## config.mk

```make
export PLATFORM = sky130hd
export DESIGN_NAME = run_dump_ctrl_flat
export DESIGN_NICKNAME = d
export VERILOG_FILES = /design/src/rtl/run_dump_ctrl_if.sv /design/src/rtl/run_dump_ctrl.sv /design/src/flat_wrapper.sv
export SDC_FILE = /design/constraint.sdc
export NUM_CORES = 1
export LEC_CHECK = 0
export ABC_AREA = 1
export CAP_MARGIN = 10
export CORE_MARGIN = 2
export CORE_UTILIZATION = 45
export CTS_BUF_LIST = sky130_fd_sc_hd__clkbuf_8
export DETAILED_ROUTE_END_ITERATION = 10
export GPL_TIMING_DRIVEN = 0
export HOLD_SLACK_MARGIN = 0.1
export PLACE_DENSITY = 0.75
export SYNTH_ARGS = -nofsm -noshare
export SYNTH_HDL_FRONTEND = slang
export SYNTH_SLANG_ARGS = --single-unit
```

## constraint.sdc

```tcl
create_clock -name clk -period 2.1 [get_ports clk]
set_input_delay 0.42 -clock clk [delete_from_list [all_inputs] [get_ports clk]]
set_output_delay 0.42 -clock clk [all_outputs]
set_load 0.01 [all_outputs]
```

## src/rtl/run_dump_ctrl_if.sv

```systemverilog
// Bundled run/dump control, data-memory read port and dump stream for run_dump_ctrl.
// dump stream: a word transfers on any rising edge where dump_valid && dump_ready; once dump_valid rises, dump_valid/dump_addr/dump_data hold until that transfer.
interface run_dump_ctrl_if #(
  parameter int DATA_W = 32,
  parameter int ADDR_W = 5,
  parameter int IDX_W  = 4,
  parameter int CNT_W  = 16
);
  logic              start;
  logic              cfg_we;
  logic [IDX_W-1:0]  cfg_idx;
  logic [ADDR_W-1:0] cfg_addr;
  logic              cpu_fin;
  logic              cpu_run;
  logic              rd_en;
  logic [ADDR_W-1:0] rd_addr;
  logic [DATA_W-1:0] rd_data;
  logic              dump_valid;
  logic              dump_ready;
  logic [ADDR_W-1:0] dump_addr;
  logic [DATA_W-1:0] dump_data;
  logic [CNT_W-1:0]  cycle_count;
  logic              done;
  logic              timeout;
  logic [2:0]        fsm_state;

  modport master (
    output start, cfg_we, cfg_idx, cfg_addr, cpu_fin, rd_data, dump_ready,
    input  cpu_run, rd_en, rd_addr, dump_valid, dump_addr, dump_data,
           cycle_count, done, timeout, fsm_state
  );

  modport slave (
    input  start, cfg_we, cfg_idx, cfg_addr, cpu_fin, rd_data, dump_ready,
    output cpu_run, rd_en, rd_addr, dump_valid, dump_addr, dump_data,
           cycle_count, done, timeout, fsm_state
  );
endinterface

```

## src/rtl/run_dump_ctrl.sv

```systemverilog
// Run/dump sequencer: releases the core, counts run cycles with a watchdog, then streams table-selected memory words.
// Optional DUMP_CKSUM_EN appends an XOR checksum word (address all-ones) after the last table word.
module run_dump_ctrl #(
  parameter int DATA_W   = 32,
  parameter int ADDR_W   = 5,
  parameter int NUM_DUMP = 4,
  parameter int IDX_W    = 4,
  parameter int CNT_W    = 16,
  parameter int TIMEOUT  = 1024
) (
  input logic          clk,
  input logic          rst,
  run_dump_ctrl_if.slave bus
);
  typedef enum logic [2:0] {IDLE, RUN, RD, WT, OUT, DONE} state_t;

  localparam logic [IDX_W-1:0] IDX_ONE  = IDX_W'(1);
  localparam logic [IDX_W-1:0] IDX_LAST = IDX_W'(NUM_DUMP - 1);

  state_t            state;
  logic [ADDR_W-1:0] dump_tab [NUM_DUMP];
  logic [IDX_W-1:0]  idx;
  logic              cfg_ok;
  logic              last_entry;
`ifdef DUMP_CKSUM_EN
  logic [DATA_W-1:0] cksum;
  logic              ck_word;
`endif

  assign cfg_ok = bus.cfg_we && (state == IDLE || state == DONE) &&
                  (int'(bus.cfg_idx) < NUM_DUMP);
  assign last_entry    = (idx == IDX_LAST);
  assign bus.fsm_state = state;

  always_ff @(posedge clk) begin
    if (rst) begin
      state           <= IDLE;
      idx             <= '0;
      bus.cpu_run     <= 1'b0;
      bus.rd_en       <= 1'b0;
      bus.rd_addr     <= '0;
      bus.dump_valid  <= 1'b0;
      bus.dump_addr   <= '0;
      bus.dump_data   <= '0;
      bus.cycle_count <= '0;
      bus.done        <= 1'b0;
      bus.timeout     <= 1'b0;
      for (int i = 0; i < NUM_DUMP; i++) dump_tab[i] <= ADDR_W'(i);
`ifdef DUMP_CKSUM_EN
      cksum   <= '0;
      ck_word <= 1'b0;
`endif
    end else begin
      // Table writes land in the same edge as a start, so the run sees them.
      if (cfg_ok) dump_tab[bus.cfg_idx] <= bus.cfg_addr;

      case (state)
        IDLE, DONE: begin
          if (bus.start) begin
            state           <= RUN;
            bus.cpu_run     <= 1'b1;
            bus.cycle_count <= '0;
            bus.done        <= 1'b0;
            bus.timeout     <= 1'b0;
            idx             <= '0;
`ifdef DUMP_CKSUM_EN
            cksum   <= '0;
            ck_word <= 1'b0;
`endif
          end
        end
        RUN: begin
          // The exit cycle does not count, so cycle_count freezes at the fin/watchdog value.
          if (bus.cpu_fin || bus.cycle_count == CNT_W'(TIMEOUT)) begin
            bus.timeout <= !bus.cpu_fin;
            bus.cpu_run <= 1'b0;
            bus.rd_en   <= 1'b1;
            bus.rd_addr <= dump_tab[idx];
            state       <= RD;
          end else if (bus.cycle_count != '1) begin
            bus.cycle_count <= bus.cycle_count + CNT_W'(1);
          end
        end
        RD: begin
          bus.rd_en <= 1'b0;
          state     <= WT;
        end
        WT: begin
          bus.dump_valid <= 1'b1;
          state          <= OUT;
`ifdef DUMP_CKSUM_EN
          if (ck_word) begin
            bus.dump_data <= cksum;
            bus.dump_addr <= '1;
          end else begin
            bus.dump_data <= bus.rd_data;
            bus.dump_addr <= bus.rd_addr;
            cksum         <= cksum ^ bus.rd_data;
          end
`else
          bus.dump_data <= bus.rd_data;
          bus.dump_addr <= bus.rd_addr;
`endif
        end
        OUT: begin
          if (bus.dump_ready) begin
            bus.dump_valid <= 1'b0;
`ifdef DUMP_CKSUM_EN
            if (ck_word) begin
              state    <= DONE;
              bus.done <= 1'b1;
            end else if (last_entry) begin
              ck_word <= 1'b1;
              state   <= WT;
            end else begin
              idx         <= idx + IDX_ONE;
              bus.rd_en   <= 1'b1;
              bus.rd_addr <= dump_tab[idx + IDX_ONE];
              state       <= RD;
            end
`else
            if (last_entry) begin
              state    <= DONE;
              bus.done <= 1'b1;
            end else begin
              idx         <= idx + IDX_ONE;
              bus.rd_en   <= 1'b1;
              bus.rd_addr <= dump_tab[idx + IDX_ONE];
              state       <= RD;
            end
`endif
          end
        end
        default: state <= IDLE;
      endcase
    end
  end
endmodule

```

## src/flat_wrapper.sv

```systemverilog
// flat-port wrapper written by rule: the top's interface ports become plain ports
module run_dump_ctrl_flat 
#(
  parameter int DATA_W   = 32,
  parameter int ADDR_W   = 5,
  parameter int NUM_DUMP = 4,
  parameter int IDX_W    = 4,
  parameter int CNT_W    = 16,
  parameter int TIMEOUT  = 1024
)
  (clk, rst, bus_start, bus_cfg_we, bus_cfg_idx, bus_cfg_addr, bus_cpu_fin, bus_rd_data, bus_dump_ready, bus_cpu_run, bus_rd_en, bus_rd_addr, bus_dump_valid, bus_dump_addr, bus_dump_data, bus_cycle_count, bus_done, bus_timeout, bus_fsm_state);
  run_dump_ctrl_if #(.DATA_W(DATA_W), .ADDR_W(ADDR_W), .IDX_W(IDX_W), .CNT_W(CNT_W)) bus_i ();
  input logic clk;
  input logic rst;
  input wire logic [$bits(bus_i.start)-1:0] bus_start;
  input wire logic [$bits(bus_i.cfg_we)-1:0] bus_cfg_we;
  input wire logic [$bits(bus_i.cfg_idx)-1:0] bus_cfg_idx;
  input wire logic [$bits(bus_i.cfg_addr)-1:0] bus_cfg_addr;
  input wire logic [$bits(bus_i.cpu_fin)-1:0] bus_cpu_fin;
  input wire logic [$bits(bus_i.rd_data)-1:0] bus_rd_data;
  input wire logic [$bits(bus_i.dump_ready)-1:0] bus_dump_ready;
  output wire logic [$bits(bus_i.cpu_run)-1:0] bus_cpu_run;
  output wire logic [$bits(bus_i.rd_en)-1:0] bus_rd_en;
  output wire logic [$bits(bus_i.rd_addr)-1:0] bus_rd_addr;
  output wire logic [$bits(bus_i.dump_valid)-1:0] bus_dump_valid;
  output wire logic [$bits(bus_i.dump_addr)-1:0] bus_dump_addr;
  output wire logic [$bits(bus_i.dump_data)-1:0] bus_dump_data;
  output wire logic [$bits(bus_i.cycle_count)-1:0] bus_cycle_count;
  output wire logic [$bits(bus_i.done)-1:0] bus_done;
  output wire logic [$bits(bus_i.timeout)-1:0] bus_timeout;
  output wire logic [$bits(bus_i.fsm_state)-1:0] bus_fsm_state;
  assign bus_i.start = bus_start;
  assign bus_i.cfg_we = bus_cfg_we;
  assign bus_i.cfg_idx = bus_cfg_idx;
  assign bus_i.cfg_addr = bus_cfg_addr;
  assign bus_i.cpu_fin = bus_cpu_fin;
  assign bus_i.rd_data = bus_rd_data;
  assign bus_i.dump_ready = bus_dump_ready;
  assign bus_cpu_run = bus_i.cpu_run;
  assign bus_rd_en = bus_i.rd_en;
  assign bus_rd_addr = bus_i.rd_addr;
  assign bus_dump_valid = bus_i.dump_valid;
  assign bus_dump_addr = bus_i.dump_addr;
  assign bus_dump_data = bus_i.dump_data;
  assign bus_cycle_count = bus_i.cycle_count;
  assign bus_done = bus_i.done;
  assign bus_timeout = bus_i.timeout;
  assign bus_fsm_state = bus_i.fsm_state;
  run_dump_ctrl #(.DATA_W(DATA_W), .ADDR_W(ADDR_W), .NUM_DUMP(NUM_DUMP), .IDX_W(IDX_W), .CNT_W(CNT_W), .TIMEOUT(TIMEOUT)) u_core (.clk(clk), .rst(rst), .bus(bus_i));
endmodule
```

==> results_dict.tcl <==
set metrics [dict create \
    antenna_cells 0 \
    cts_tree "yes" \
    root_buffer "clkbuf_8" \
    final_cell_mix "nor2_1, nand2_1, clkdlybuf4s50_1" \
    critPathBufInv 3 \
    area_delta_synth_final_pct 34.4 \
    clock-skew-final_ps 10.1 \
    synth.distinct_cells 33 \
    slew_violations 0 \
    grt_antenna_before_repair 0 \
    first_pass_iters 6 \
    cts_made_buffers 9 \
    startpoint_type "flop" \
    numPortBuffers 111 \
    die_area_sq_um 10700 \
    start_util 0.459 \
    die_x_microns 103 \
    ys_seq_elements 92 \
    fillCellCount 890 \
    period_needed_ps 1950 \
    grt_pass1_vias 4212 \
    maxCapViolCount 0 \
    drive_gt1_frac 0.0606 \
    vias 4580 \
    grtUsageTotal 0.231 \
    status "complete, no violations" \
    crit_chain "inv_1 > nand2_2 > nand2_2 > nor2_4 > nand3_2 > nor2_4 > inv_1 > nor2_1 > inv_1 > nand2_2" \
    min_period_over_period 0.927 \
    tightest_slew_ps 577 \
    routabilityCongestion 0.963 \
    layout_commonest_cell "nor2_1" \
    finish.utilization 0.617 \
    ys_warn_count 0 \
    cp_top_family "simple AND/OR/NAND/NOR gates" \
    p_per_area_nw_per_um2 1090 \
    nNetsFinal 804 \
    path_max_fanout 7 \
    cp.required_ps 2160 \
    ant_nets 0 \
    clock_latency_ps 350 \
    cpMaxStageDelayCell "dfxtp_1" \
    coreArea_sq_um 9680 \
    power_mw 6.54 \
    syn_avg_cell_area_sq_um 7.04 \
    h-tree-depth 3 \
    hold_class "reg2reg" \
    grt_max_degree 18 \
    drc 0 \
    vias_per_cell 5.13 \
    clockBufferDepth 2 \
    ys_seq_area_frac 0.459 \
    cts.clk_slew.worst_paths_ps 100 \
    num_rows 36 \
    syn_inst 631 \
    clock-sinks 92 \
    critical_path_arrival_ps 2010 \
    dpl.hpwl_microns 9030 \
    crit_type "reg2reg" \
    die_h_microns 103 \
    grt_pass1_wl_microns 19600 \
    drt_iter0_markers 223 \
    wl_per_cell_microns 13.5 \
    finalHoldViolations 0 \
    hold_slack_ps 467 \
    fmax_mhz 514 \
    fin_tns_setup_ps 0 \
    wl_microns 12100 \
    finalSetupViolCount 0 \
    overflow 0 \
    rsz0062_at_grt "false" \
    synth_fp_nets 681 \
    crit_path_end_kind "flop" \
    relSlewSlack 0.615 \
    syn_area_sq_um 4440 \
    leakage_nw 2.46 \
    peakVddDrop_mv 0.411 \
    io_pins 113 \
    ctsHoldBuffers 0 \
    max_stage_delay_ps 360 \
]
Yosys cell counts:
| cell | n | area share |
|---|---|---|
| nor2_1 | 153 | 0.13 |
| nand2_1 | 134 | 0.11 |
| dfxtp_1 | 72 | 0.32 |
| nand3_1 | 56 | 0.063 |
| inv_1 | 54 | 0.046 |
| o21ai_0 | 51 | 0.057 |
| a21oi_1 | 23 | 0.026 |
| edfxtp_1 | 20 | 0.14 |
| clkbuf_1 | 15 | 0.013 |
| nand4_1 | 6 | 0.0084 |
| nor2_4 | 5 | 0.013 |
| o22ai_1 | 5 | 0.0070 |
| nand2_2 | 4 | 0.0056 |
| nor3_1 | 4 | 0.0045 |
| buf_6 | 3 | 0.0076 |
| ha_1 | 3 | 0.0084 |
| inv_2 | 3 | 0.0025 |
| buf_2 | 2 | 0.0023 |
| clkinv_1 | 2 | 0.0017 |
| nor2_2 | 2 | 0.0028 |
| xor2_1 | 2 | 0.0039 |
| a31oi_1 | 1 | 0.0014 |
| and2_1 | 1 | 0.0014 |
| buf_1 | 1 | 0.00084 |
| buf_4 | 1 | 0.0017 |
| nand2_4 | 1 | 0.0025 |
| nand2_8 | 1 | 0.0045 |
| nand3_4 | 1 | 0.0039 |
| nand4_2 | 1 | 0.0028 |
| o21bai_1 | 1 | 0.0017 |
| o31ai_1 | 1 | 0.0017 |
| or2_2 | 1 | 0.0014 |
| xnor2_1 | 1 | 0.0020 |
state kept, by name, summed over array words and instances, names as in the netlist, named ones only:
signal                  count
u_core.bus.cpu_run          1
u_core.bus.cycle_count     16
u_core.bus.done             1
u_core.bus.dump_addr        5
u_core.bus.dump_data       32
u_core.bus.dump_valid       1
u_core.bus.fsm_state        3
u_core.bus.rd_addr          5
u_core.bus.rd_en            1
u_core.bus.timeout          1
u_core.dump_tab            20
u_core.idx                  4
cells by family after synthesis:
| kind of cell | synth area share |
|---|---|
| flip-flops | 0.459 |
| AO/OA/AOI/OAI | 0.0952 |
| buffers and inverters | 0.0749 |
| XOR/XNOR | 0.00591 |
| AND/OR/NAND/NOR | 0.356 |
| adder cells (fa/ha/maj) | 0.00845 |
metrics by stage:
step / std cells / worst slack [ps] / cell area (sq um)
after floorplan: 631 / 284 / 4440
after global placement: 875 / -143 / 5720
after detailed placement: 875 / -178 / 5720
after CTS: 891 / 62.1 / 5960
after global routing: 892 / 0.660 / 5970
final: 892 / 154 / 5970
layout make-up:
cell class | count | area (sq um) | share of cell area
Buffer | 22 | 111 | 0.0186
Clock buffer | 9 | 124 | 0.0207
Clock inverter | 7 | 105 | 0.0176
Inverter | 59 | 221 | 0.0371
Multi-Input combinational cell | 458 | 2080 | 0.349
Sequential cell | 92 | 2040 | 0.342
Tap cell | 133 | 166 | 0.0279
Timing Repair Buffer | 112 | 1120 | 0.187
path summary, 6_finish.rpt:
check / startpoint / to / slack, ps / depth (start not counted)
hold reg to reg: u_core.bus.cpu_run / u_core.bus.cpu_run / 470 / 2
hold / removal: u_core.bus.cpu_run / u_core.bus.cpu_run / 470 / 2
setup reg to reg: u_core.bus.fsm_state[2] / u_core.dump_tab[2][1] / 150 / 10
setup / recovery: u_core.bus.fsm_state[2] / u_core.dump_tab[2][1] / 150 / 10
routing by layer:
layer | vias to the layer above | track usage | part of all wire
met1 | 2085 | 0.296 | 0.41
met2 | 203 | 0.392 | 0.48
met5 | - | 0 | 0
met4 | 0 | 0.0719 | 0.019
li1 | 2267 | - | -
met3 | 25 | 0.0497 | 0.083
tightest hold or removal path, delay by kind of cell, from the launching register on:
family / cells / cell delay, ps
flops: 1 / 320
simple gates: 1 / 60
compound gates: 1 / 50
power by group:
group | switching, mW | internal, mW
Combinational | 1.71 | 1.16
Clock | 0.686 | 0.693
Sequential | 0.209 | 2.08
Total | 2.61 | 3.93
what timing repair did:
| action | CTS | global route |
|---|---|---|
| setup buffers | 0 | 1 |
| cloned | 0 | 0 |
| resized for setup | 3 | 1 |
| endpoints found under the setup margin | 10 | 10 |
| pin swaps | 0 | 1 |
Power figures use the tool's default switching activity.
